===== src/rtl/bundle_pkg.sv =====
// Shared types and defaults for the bundling-datapath scheduler.
package bundle_pkg;

  localparam int NUM_REQ_DEF   = 4;
  localparam int LEN_WIDTH_DEF = 16;
  localparam int IDX_WIDTH_DEF = $clog2(NUM_REQ_DEF);

  typedef enum logic [2:0] {
    ST_IDLE  = 3'd0,
    ST_CLEAR = 3'd1,
    ST_ACCUM = 3'd2,
    ST_FLUSH = 3'd3,
    ST_DONE  = 3'd4
  } state_t;

  typedef struct packed {
    logic [IDX_WIDTH_DEF-1:0] idx;
    logic [LEN_WIDTH_DEF-1:0] len;
  } job_t;

endpackage


===== src/rtl/bundle_scheduler_rr_arbiter.sv =====
// Combinational round-robin pick: first set request at or above i_ptr, wrapping.
module rr_arbiter #(
  parameter int NUM_REQ   = 4,
  parameter int IDX_WIDTH = $clog2(NUM_REQ)
) (
  input  logic [NUM_REQ-1:0]   i_req,
  input  logic [IDX_WIDTH-1:0] i_ptr,
  output logic [NUM_REQ-1:0]   o_grant,
  output logic [IDX_WIDTH-1:0] o_idx,
  output logic                 o_any
);

  // Bit k of the rotated vector is requester (i_ptr + k) mod NUM_REQ.
  logic [2*NUM_REQ-1:0] w_rot;
  logic [IDX_WIDTH:0]   w_sum;

  assign w_rot = {i_req, i_req} >> i_ptr;

  always_comb begin
    o_idx = '0;
    o_any = 1'b0;
    w_sum = '0;
    for (int k = 0; k < NUM_REQ; k++) begin
      if (!o_any && w_rot[k]) begin
        o_any = 1'b1;
        w_sum = {1'b0, i_ptr} + (IDX_WIDTH+1)'(k);
        if (w_sum >= (IDX_WIDTH+1)'(NUM_REQ)) begin
          w_sum = w_sum - (IDX_WIDTH+1)'(NUM_REQ);
        end
        o_idx = w_sum[IDX_WIDTH-1:0];
      end
    end
  end

  genvar gi;
  generate
    for (gi = 0; gi < NUM_REQ; gi++) begin : g_grant
      assign o_grant[gi] = o_any && (o_idx == IDX_WIDTH'(gi));
    end
  endgenerate

endmodule


===== src/rtl/bundle_scheduler.sv =====
// Shares one accumulator bank between NUM_REQ requesters: arbitrate, clear,
// stream the winner's vectors, then report count and overflow.
module bundle_scheduler
  import bundle_pkg::*;
#(
  parameter int NUM_REQ   = NUM_REQ_DEF,
  parameter int LEN_WIDTH = LEN_WIDTH_DEF,
  parameter int IDX_WIDTH = $clog2(NUM_REQ)
) (
  input  logic                         clk,
  input  logic                         reset,
  input  logic [NUM_REQ-1:0]           req_valid,
  input  logic [NUM_REQ*LEN_WIDTH-1:0] req_len,
  output logic [NUM_REQ-1:0]           req_ack,
  input  logic [NUM_REQ-1:0]           vec_valid,
  output logic [NUM_REQ-1:0]           vec_ready,
  output logic                         grant_valid,
  output logic [IDX_WIDTH-1:0]         grant_idx,
  output logic                         acc_clear,
  output logic                         acc_valid,
  input  logic                         acc_overflow,
  output logic                         done,
  output logic [IDX_WIDTH-1:0]         done_idx,
  output logic [LEN_WIDTH-1:0]         done_count,
  output logic                         done_overflow
);

  state_t               r_state, w_state_next;
  logic [IDX_WIDTH-1:0] r_ptr, r_idx, r_done_idx;
  logic [LEN_WIDTH-1:0] r_len, r_cnt, r_done_count;
  logic                 r_ovf_seen, r_done_overflow;

  logic [NUM_REQ-1:0]   w_arb_grant, w_sel;
  logic [IDX_WIDTH-1:0] w_arb_idx;
  logic                 w_arb_any, w_run, w_last, w_in_done;
  logic [LEN_WIDTH-1:0] w_len_arr [NUM_REQ];

  rr_arbiter #(
    .NUM_REQ  (NUM_REQ),
    .IDX_WIDTH(IDX_WIDTH)
  ) u_arb (
    .i_req  (req_valid),
    .i_ptr  (r_ptr),
    .o_grant(w_arb_grant),
    .o_idx  (w_arb_idx),
    .o_any  (w_arb_any)
  );

  genvar gi;
  generate
    for (gi = 0; gi < NUM_REQ; gi++) begin : g_slice
      assign w_len_arr[gi] = req_len[gi*LEN_WIDTH +: LEN_WIDTH];
      assign w_sel[gi]     = (r_idx == IDX_WIDTH'(gi));
    end
  endgenerate

  // Strobes are suppressed while reset is held so an aborted job emits nothing.
  assign w_run       = !reset;
  assign w_in_done   = (r_state == ST_DONE);
  assign req_ack     = (w_run && r_state == ST_IDLE) ? w_arb_grant : '0;
  assign vec_ready   = (w_run && r_state == ST_ACCUM) ? w_sel : '0;
  assign acc_valid   = |(vec_valid & vec_ready);
  assign acc_clear   = w_run && (r_state == ST_CLEAR);
  assign grant_valid = (r_state != ST_IDLE);
  assign grant_idx   = r_idx;
  assign w_last      = (r_cnt == r_len - LEN_WIDTH'(1));

  assign done          = w_run && w_in_done;
  assign done_idx      = w_in_done ? r_idx : r_done_idx;
  assign done_count    = w_in_done ? r_cnt : r_done_count;
  assign done_overflow = w_in_done ? (r_ovf_seen | acc_overflow) : r_done_overflow;

  always_comb begin
    w_state_next = r_state;
    case (r_state)
      ST_IDLE:  if (w_arb_any) w_state_next = ST_CLEAR;
      ST_CLEAR: w_state_next = (r_len == '0) ? ST_DONE : ST_ACCUM;
      ST_ACCUM: if (acc_valid && w_last) w_state_next = ST_FLUSH;
      ST_FLUSH: w_state_next = ST_DONE;
      ST_DONE:  w_state_next = ST_IDLE;
      default:  w_state_next = ST_IDLE;
    endcase
  end

  always_ff @(posedge clk) begin
    if (reset) begin
      r_state         <= ST_IDLE;
      r_ptr           <= '0;
      r_idx           <= '0;
      r_len           <= '0;
      r_cnt           <= '0;
      r_ovf_seen      <= 1'b0;
      r_done_idx      <= '0;
      r_done_count    <= '0;
      r_done_overflow <= 1'b0;
    end else begin
      r_state <= w_state_next;
      case (r_state)
        ST_IDLE: begin
          if (w_arb_any) begin
            r_idx <= w_arb_idx;
            r_len <= w_len_arr[w_arb_idx];
            r_ptr <= (w_arb_idx == IDX_WIDTH'(NUM_REQ-1)) ? '0 : w_arb_idx + 1'b1;
          end
        end
        ST_CLEAR: begin
          r_cnt      <= '0;
          r_ovf_seen <= 1'b0;
        end
        ST_ACCUM: begin
          if (acc_valid) r_cnt <= r_cnt + 1'b1;
          if (acc_overflow) r_ovf_seen <= 1'b1;
        end
        ST_FLUSH: begin
          if (acc_overflow) r_ovf_seen <= 1'b1;
        end
        ST_DONE: begin
          r_done_idx      <= r_idx;
          r_done_count    <= r_cnt;
          r_done_overflow <= r_ovf_seen | acc_overflow;
        end
        default: ;
      endcase
    end
  end

endmodule


===== config.mk =====
export PLATFORM = sky130hd
export DESIGN_NAME = bundle_scheduler
export DESIGN_NICKNAME = d
export VERILOG_FILES = /design/src/rtl/bundle_pkg.sv /design/src/rtl/bundle_scheduler_rr_arbiter.sv /design/src/rtl/bundle_scheduler.sv
export SDC_FILE = /design/constraint.sdc
export NUM_CORES = 1
export LEC_CHECK = 0
export ABC_CLOCK_PERIOD_IN_PS = 5300
export CAP_MARGIN = 20
export CELL_PAD_IN_SITES_DETAIL_PLACEMENT = 1
export CELL_PAD_IN_SITES_GLOBAL_PLACEMENT = 2
export CORE_ASPECT_RATIO = 1.5
export CORE_MARGIN = 2
export CORE_UTILIZATION = 30
export CTS_CLUSTER_DIAMETER = 80
export DETAILED_ROUTE_END_ITERATION = 7
export PLACE_DENSITY_LB_ADDON = 0.3
export SYNTH_ARGS = -nofsm -noshare
export SYNTH_HDL_FRONTEND = slang
export SYNTH_SLANG_ARGS = --single-unit
export TNS_END_PERCENT = 100

===== constraint.sdc =====
create_clock -name clk -period 5.3 [get_ports clk]
set_input_delay 0.53 -clock clk [delete_from_list [all_inputs] [get_ports clk]]
set_output_delay 0.53 -clock clk [all_outputs]
set_load 0.05 [all_outputs]

* Word-level counts from Yosys, hierarchy flattened
Cells that the tools add are included.
** Cells by class
- Add/subtract/negate cells :: 10
- Multipliers :: 0
- Divide/modulo/power cells :: 0
- $lt $le $gt $ge :: 5
- Equal/unequal tests :: 15
- Shift-type cells :: 1
- Muxes and demuxes :: 29
- Bitwise logic cells :: 3
- Reduce and logical (&&, ||, !) cells :: 29
** Operator list (number)
- $mux 16 :: 4
- $bmux 16 s2 :: 1
- $pmux 16 s2 :: 1
- $mux 2 :: 10
- $add 16x1->16 const B :: 1
- $eq 16x16->1 :: 1
- $logic_not 16->1 :: 1
- $sub 16x1->16 const B :: 1
- $ge 3x3->1 const B :: 4
- $logic_and 1x1->1 :: 12
- $pmux 3 s4 :: 1
- $mux 3 :: 3
- $eq 2x2->1 const B :: 4
- $mux 4 :: 2
- $reduce_and 2->1 :: 4
- $shr 8x2->4 :: 1
- $sub 2x1->2 const B :: 4
- $add 2x2->3 const B :: 2
- $eq 3x2->1 const B :: 2
- $mux 1 :: 6
- $ne 2x1->1 const B :: 3
- $and 4x4->4 :: 1
- $eq 2x1->1 const B :: 2
- $logic_not 1->1 :: 4
- 15 further kinds :: 17
** Storage, ports and cells
- Bits in registers :: 59
- Bits in latches :: 0
- Bits in writable memories :: 0
- ROM bits :: 0
- Input bits :: 75
- Output and inout bits :: 33
- Logic and storage cells :: 101
- Memories :: 0

* Logic depth before layout (Yosys ltp)
Gate-level depths: netlist (run 1).
- Word-level depth :: 15
- Gate-level depth with buffers :: 10

* Hierarchy
A second synthesis (run 1) with hierarchy kept.
** Unflattened totals
- Cell total of the unflattened synthesis :: 401
- Area, all modules :: 3568.4 um2
** By module, submodules not included
- bundle_scheduler :: instances 1, cells each 369, area an instance 3385.7 um2
- rr_arbiter :: instances 1, cells each 32, area an instance 182.7 um2

* Worst setup path after synthesis (run 1)
Ideal clock, no wire load.
- Kind :: register -> output
- Start :: reg r_idx[0], in the netlist grant_idx[0]
- End :: out acc_valid
- Arrival :: 2284 ps
- Required time :: 4770 ps
- Path slack :: 2486 ps
- Stages on the path, launching flop included :: 4
- Cells stage by stage :: dfxtp_1 -> mux4_2 -> a21boi_1 -> nor3_1
** Between the ends
- Word-level cells in the longest chain between the ends :: 4
- Elaborated cells between the ends (all ways) :: 7
- Those cells by class :: 3 x eq/ne; 1 x mux; 1 x bitwise; 2 x reduce/logical
** Ends and longest elaborated chain
- start, declared :: line bundle_scheduler.sv:29 : logic [IDX_WIDTH-1:0] r_ptr, r_idx, r_done_idx;
- start signal, assigned :: line bundle_scheduler.sv:101 : r_idx <= w_arb_idx;
- $eq 2x1->1 (tied with other cells) :: line bundle_scheduler.sv:53 : assign w_sel[gi] = (r_idx == IDX_WIDTH'(gi));
- $mux 4 * :: line bundle_scheduler.sv:61 : assign vec_ready = (w_run && r_state == ST_ACCUM) ? w_sel : '0;
- $and 4x4->4 * :: line bundle_scheduler.sv:62 : assign acc_valid = |(vec_valid & vec_ready);
- $reduce_or 4->1 * :: line bundle_scheduler.sv:62
- end, declared :: line bundle_scheduler.sv:20 : output logic acc_valid,
Every way passes the cells marked *; elsewhere a longest branch is shown, timed or not.

* Worst setup path in the final report (run 1)
- Start :: in req_valid[0]
- End :: out req_ack[0]
** Between the ends
- Word-level cells in the longest chain between the ends :: 14
- Elaborated cells between the ends (all ways) :: 18
- Those cells by class :: 1 x shift; 9 x mux; 8 x reduce/logical
** Ends and longest elaborated chain
- start, declared :: line bundle_scheduler.sv:12 : input logic [NUM_REQ-1:0] req_valid,
- $shr 8x2->4 * :: line bundle_scheduler_rr_arbiter.sv:17 : assign w_rot = {i_req, i_req} >> i_ptr;
- $mux 1 :: line bundle_scheduler_rr_arbiter.sv:24 : if (!o_any && w_rot[k]) begin
- $logic_not 1->1 :: line bundle_scheduler_rr_arbiter.sv:24
- $logic_and 1x1->1 :: line bundle_scheduler_rr_arbiter.sv:24
- $mux 1 :: line bundle_scheduler_rr_arbiter.sv:24
- $logic_not 1->1 :: line bundle_scheduler_rr_arbiter.sv:24
- $logic_and 1x1->1 :: line bundle_scheduler_rr_arbiter.sv:24
- $mux 1 :: line bundle_scheduler_rr_arbiter.sv:24
- $logic_not 1->1 :: line bundle_scheduler_rr_arbiter.sv:24
- $logic_and 1x1->1 :: line bundle_scheduler_rr_arbiter.sv:24
- $mux 2 :: line bundle_scheduler_rr_arbiter.sv:24
- $logic_not 2->1 :: line bundle_scheduler_rr_arbiter.sv:38 : assign o_grant[gi] = o_any && (o_idx == IDX_WIDTH'(gi));
- $logic_and 1x1->1 * :: line bundle_scheduler_rr_arbiter.sv:38
- $mux 4 * :: line bundle_scheduler.sv:60 : assign req_ack = (w_run && r_state == ST_IDLE) ? w_arb_grant : '0;
- end, declared :: line bundle_scheduler.sv:14 : output logic [NUM_REQ-1:0] req_ack,
Marked as above.

==> results of run 1 <==
## registers in the layout, indices dropped and copies added, names as in the netlist
register and cells:
grant_idx 2, r_cnt 16, r_done_count 16, r_done_idx 2, r_done_overflow 1, r_len 16
r_ovf_seen 1, r_ptr 2, r_state 3
## cell type report
type	instances	area (sq um)
multi-input combinational	310	2280
fill	1404	6810
sequential	59	1180
timing repair buffer	109	1080
clock buffer	12	256
tap	153	191
clock inverter	2	60.1
inverter	9	33.8
## per-stage QoR
stage / area [sq um] / hold slack [ns]
after floorplan: 3610 / 0.464
after global placement: 4760 / 0.494
after detailed placement: 4760 / 0.518
after CTS: 5080 / 0.527
after global routing: 5090 / 0.576
final: 5090 / 0.523
## how the worst max path moves through the flow
stage / slack (ns) / end / start / depth (start not counted)
finish: 1.61 / req_ack[0] / req_valid[0] / 8
global route: 1.46 / req_ack[0] / req_valid[0] / 8
CTS: 1.56 / req_ack[0] / req_valid[0] / 8
detailed placement: 1.56 / req_ack[0] / req_valid[0] / 8
global placement: 1.60 / req_ack[0] / req_valid[0] / 8
floorplan: 2.49 / acc_valid / grant_idx[0] / 3
## layout by cell type (no fill, tap or decap), types with 5 or more instances in the layout
cell,n
a21oi_1,13
clkdlybuf4s50_1,106
nand4_1,8
mux2i_1,34
nor4_1,7
nand3b_1,19
xor2_1,17
mux2_2,18
inv_1,9
nor2_1,36
nand2_1,14
nor3_1,12
dfxtp_1,59
nand3_1,8
and2_1,7
o221ai_1,17
ha_1,7
o21ai_0,5
nor2b_1,21
xnor2_1,15
clkbuf_16,9
and3_1,9
## report_power, final
group	internal, mW	leakage (nW)	switching (mW)	total, mW
combinational	0.331	1.38	0.427	0.758
sequential	0.502	0.480	0.103	0.605
clock	0.431	0.155	0.188	0.619
## per-layer routing
metal  share of wire  track usage
met5               0            0
met4           0.025       0.0725
met3           0.044       0.0322
met2            0.51        0.294
met1            0.42        0.199
## worst min-delay path: cells and delay by family, from the launching register on
family / cells / cell delay (ns)
compound gates: 2 / 0.15
flops: 1 / 0.32
## cells by family after synthesis
logic type               synth area share
AND/OR/NAND/NOR                     0.254
flip-flops                          0.327
AO/OA/AOI/OAI                       0.116
multiplexers                        0.157
buffers and inverters              0.0447
XOR/XNOR                           0.0776
adder cells (fa/ha/maj)            0.0243
==> impl_results.md, run 1 <==
- Setup crit start kind: input port
- Post-Synthesis Cells: ~410
- Placer Congestion: around 0.8
- Netlist cell types: between 50 and 60
- Post-Route Skew: 0.00739 ns
- Syn-to-layout area delta: 40.9%
- Routed via count: approximately 3400
- Remaining global-route overflow: 0
- Cell Pwr Density: 389 mW/mm^2
- Antenna Cells: 0
- Max-cap violations: 0
- VDD IR max: about 0.14 mV
- Port buffer count: roughly 110
- Chip width: 93.6 um
- Initial antenna violation count: 0
- Post-DP HPWL: 8090 um
- WS Path Type: input port to output pin
- Sequential area share after synthesis: 0.327
- Initial DRC Count: 68
- Final ANT Viol Nets: 0
- CP dominant cell by count: clkdlybuf4s50_1
- Die area: between 0.01 and 0.015 sq mm
- Max Clk Rate: approximately 0.27 GHz
- Post-route non-filler standard cell count: between 600 and 700
- Initial core utilization: 0.304
- Critical R2R Launch: r_len[1]
- Register bit total from synthesis: between 50 and 60
- Number of synthesized flops with an enable pin: 0
- Post-cts resize count: 0
- Worst setup margin: approximately 1.6 ns
- Vias in the first global route: around 3500
- CP Max Fanout: 34
- Cts hold-fix bufs: 0
- Synth top area cells: dfxtp_1 (33%), mux2i_1 (9.4%), mux2_2 (5.6%)
- Yosys Warn Count: 0
- Top-area cell type share of the netlist area: 0.327
- Vias per cell: approximately 5.1
- Slew Viols, Final: 0
- Max stage delay on crit path: slightly below 0.8 ns
- Drt total wl: around 11000 um
- Final hold violations: 0
- R2r setup slk: 2.74 ns
- Detailed Routing Iterations Pass 1: 4
- Critical path's top delay family: buffers and inverters
- Total GRT Usage: 0.169
- Top post-synthesis cells by count: dfxtp_1 (59), nor2_1 (36), mux2i_1 (34), nor2b_1 (21), nand3b_1 (19)
- Post-layout util: 0.428
- RSZ-0062 raised after global routing: no
- Slew @ Worst Pin: 0.935 ns
- Outcome: finished clean
- Nets: 580
- Hold wc startpoint: r_ovf_seen
- Pwr Total: about 2 mW
- Async SR Flop Fraction: 0
- Die outline height: roughly 140 um
- Hold Path Sink: r_ovf_seen
- Leakage: 2.02 nW
- Top_reg_cell synth: dfxtp_1
- Hold Crit Depth: 2
- Most numerous cell in the Yosys netlist: dfxtp_1
- Critical path required time: between 4 and 5 ns
- Cell area after synthesis: roughly 0.0036 sq mm
- Syn avg cell area: a little under 9 sq um
- Tmin final: between 3 and 4 ns
- R2R cell count: 6
- Final period util: 0.697
- Final setup violation count: 0
- Row count: ~50
- Slew headroom: 0.377
- Largest net degree at the start of global routing: 53
- CP cell instances: clkdlybuf4s50_1 -> a21oi_1 -> o21a_1 -> o22ai_4 -> buf_4 -> ha_1 -> and2_1 -> clkdlybuf4s50_1
- I/O pin cnt: roughly 110
- Buffers & Inverters on Critical Path: 3
- Cells after DPL: 639
- Hold Crit Class: flip-flop to flip-flop
- Syn nets: between 400 and 500
- CP max-delay cell: clkdlybuf4s50_1
- Critical register-to-register path endpoint: r_state[0]
- H-tree Lvls: 3
- Clock buffer depth: 2
- Clock latency on the worst-skew pair: 0.32 ns
- Post-CTS Setup Bufs: 0
- Global-route wire length before repair: between 15000 and 20000 um
- Area of the core: 0.0119 sq mm
- CTS clk-pin slew, worst paths: 0.05 ns
- Clk sink count: 59
- CP arrival: between 3 and 4 ns
- Setup TNS: 0 ns
- TritonCTS Buffers: 9
- Root Buffer Master: clkbuf_16
- Setup Slack @ Placement: 1.56 ns
- Synth area leader: dfxtp_1
- Crit path capture type: output pin
- Per-cell routed wire length: about 16 um
- CTS tree: done
- Drt drc: 0
- Share of layout cells above drive strength 1: 0.0818
Note: power is estimated with default switching activity, not from simulation.
==> inputs of run 2 (changes only) <==
Settings changed: ABC_CLOCK_PERIOD_IN_PS 5300 to 3000, CORE_UTILIZATION 30 to 25.
Clock period 5.3 ns to 3 ns, I/O delays scaled along.
==> run 2 against run 1 <==
  * Register-to-register slack got worse by 2.3 ns
  * Power rose by 79%
  * Global-route usage fell by 1.7 points
  * Sequential share of layout area fell by 0.17 points
  * First-iteration DRC count rose by 24%
  * Clock power rose by 71%
  * Sequential power rose by 75%
  * Cell count rose by 7.5%
  * Setup slack got worse by 1.3 ns
  * Flip-flop and latch count did not move
  * Critical path depth fell by 3
  * Clock skew rose by 0.0011 ns
  * Critical endpoint is now vec_ready[0]
  * Largest cell class unchanged
  * Largest power group unchanged
  * Highest routed layer unchanged
==> impl_results.md, run 2 (synthesis results as in run 1) <==
- Outcome: finished clean (unchanged)
- Hold Crit Class: input port to flip-flop (was flip-flop to flip-flop)
- WS Path Type: flip-flop to output pin (was input port to output pin)
- Detailed Routing Iterations Pass 1: 4 (unchanged)
- Tmin final: around 2.7 ns
- Remaining global-route overflow: 0 (unchanged)
- Drt total wl: 11600 um (was 10700 um)
- Final ANT Viol Nets: 0 (unchanged)
- Clock latency on the worst-skew pair: 0.34 ns (was 0.32 ns)
- CP max-delay cell: clkdlybuf4s50_1 (unchanged)
- Chip width: 102 um (was 93.6 um)
- Port buffer count: 107 (unchanged)
- Most common cell after layout, fill and taps aside: clkdlybuf4s50_1 (unchanged)
- Cell Pwr Density: 690 mW/mm^2 (was 389 mW/mm^2)
- TritonCTS Buffers: 9 (unchanged)
- Syn-to-layout area delta: 41.9% (was 40.9%)
- Setup TNS: 0 ns (unchanged)
- Multi-input gate area: 0.00228 sq mm (unchanged)
- Initial antenna violation count: 0 (unchanged)
- Row count: 53 (was 49)
- Design Area, Final: 0.00512 sq mm (was 0.00509 sq mm)
- Die area: 0.0154 sq mm (was 0.0129 sq mm)
- Most frequent cells in the layout: clkdlybuf4s50_1 (83), dfxtp_1 (59), nor2_1 (36) (was clkdlybuf4s50_1 (106), dfxtp_1 (59), nor2_1 (36))
- Clock buffer depth: 2 (unchanged)
- Total GRT Usage: 0.152 (was 0.169)
- CP Max Fanout: 6 (was 34)
- Max-cap violations: 0 (unchanged)
- Vias per cell: 4.87 (was 5.14)
- R2r setup slk: 0.41 ns (was 2.74 ns)
- Final hold violations: 0 (unchanged)
- Max stage delay on crit path: 0.84 ns (was 0.79 ns)
- Largest regs: r_cnt: 16 flops, r_done_count: 16 flops, r_len: 16 flops (unchanged)
- H-tree Lvls: 3 (unchanged)
- Slew headroom: 0.622 (was 0.377)
- Setup crit start kind: flip-flop (was input port)
- Max Clk Rate: between 0.3 and 0.4 GHz
- CTS tree: done (unchanged)
- Drt drc: 0 (unchanged)
- I/O pin cnt: 108 (unchanged)
- Final setup violation count: 0 (unchanged)
- Fill cell count: 1659 (was 1404)
- Clk sink count: 59 (unchanged)
- Cts hold-fix bufs: 0 (unchanged)
- Placer Congestion: 0.809 (was 0.800)
- CP arrival: 2.41 ns (was 3.16 ns)
- Critical path required time: 2.70 ns (was 4.77 ns)
- Global-route wire length before repair: 18100 um (was 17700 um)
- CTS clk-pin slew, worst paths: 0.05 ns (about the same)
- Reg area: 0.00118 sq mm (unchanged)
- Initial core utilization: 0.257 (was 0.304)
- CP cell instances: inv_1 -> nand2_1 -> nor3_1 -> nor3b_1 -> clkdlybuf4s50_1 (was clkdlybuf4s50_1 -> a21oi_1 -> o21a_1 -> o22ai_4 -> buf_4 -> ha_1 -> and2_1 -> clkdlybuf4s50_1)
- Largest net degree at the start of global routing: 42 (was 53)
- Routed via count: 3424 (was 3360)
- Post-Route Skew: 0.00847 ns (was 0.00739 ns)
- Vias in the first global route: 3510 (was 3523)
- Nets: 588 (was 580)
- Share of layout cells above drive strength 1: 0.147 (was 0.0818)
- Post-CTS Setup Bufs: 0 (unchanged)
- Placed instance area: 0.00482 sq mm (was 0.00476 sq mm)
- RSZ-0062 raised after global routing: no (unchanged)
- VDD IR max: 0.236 mV (was 0.138 mV)
- Area of the core: 0.0141 sq mm (was 0.0119 sq mm)
- Die outline height: 151 um (was 138 um)
- Initial DRC Count: 84 (was 68)
- Post-DP HPWL: 8900 um (was 8090 um)
- Crit path capture type: output pin (unchanged)
- Post-cts resize count: 0 (unchanged)
- Final period util: 0.902
- Root Buffer Master: clkbuf_16 (unchanged)
- Slew @ Worst Pin: 0.564 ns (was 0.935 ns)
- Antenna Cells: 0 (unchanged)
- Per-cell routed wire length: 16.5 um (was 16.3 um)
- Slew Viols, Final: 0 (unchanged)
- Leakage: 2.09 nW (was 2.02 nW)
==> run 2: metal layers <==
metal | routed length (um) | share of wire | vias up | global-route usage
met5 | 0 | 0 | - | 0
met1 | 4740 | 0.41 | 1655 | 0.172
met2 | 5990 | 0.52 | 77 | 0.274
met3 | 553 | 0.048 | 18 | 0.0291
li1 | - | - | 1674 | -
met4 | 287 | 0.025 | 0 | 0.0647
==> run 2: critical path, delay by kind of cell, from the launching register on <==
family / cells / cell delay (ns)
buffers and inverters: 2 / 0.96
flip-flops: 1 / 0.36
AND/OR/NAND/NOR: 3 / 0.75
==> run 2: path summary, 6_finish.rpt <==
check,from,endpoint,cells after the start
max,r_state[0],vec_ready[0],5
min,reset,r_cnt[1],2
max reg2reg,r_len[1],r_state[0],9
min reg2reg,r_ovf_seen,r_ovf_seen,2
==> run 2: report_power, final <==
| part | leakage, nW | switching, mW | internal (mW) |
|---|---|---|---|
| clock network | 0.146 | 0.408 | 0.648 |
| registers | 0.480 | 0.179 | 0.885 |
| logic | 1.47 | 0.799 | 0.620 |
| total | 2.09 | 1.39 | 2.15 |
==> run 2: per-stage QoR <==
step	worst slack (ns)	util	instances	power, mW	hold WS [ns]
5_1_grt	0.147	0.364	703	3.76	0.333
2_1_floorplan	0.398	-	407	2.02	0.464
3_3_place_gp	0.355	0.343	687	2.48	0.491
4_1_cts	0.251	0.364	703	3.58	0.309
3_5_place_dp	0.402	0.343	687	2.51	0.499
6_report	0.294	0.364	703	3.54	0.315
==> run 2: layout make-up <==
class	count	area share
clock buffers	9	0.0440
clock inverters	7	0.0151
inverters	9	0.00659
multi-input cells	310	0.445
flip-flops and latches	59	0.231
well taps	192	0.0469
repair buffers	117	0.211
==> inputs of run 3 (changes only) <==
Settings changed: CTS_CLUSTER_SIZE set to 16.
==> results of run 3 <==
Final layout, timing and power as in run 2 (identical DEF).
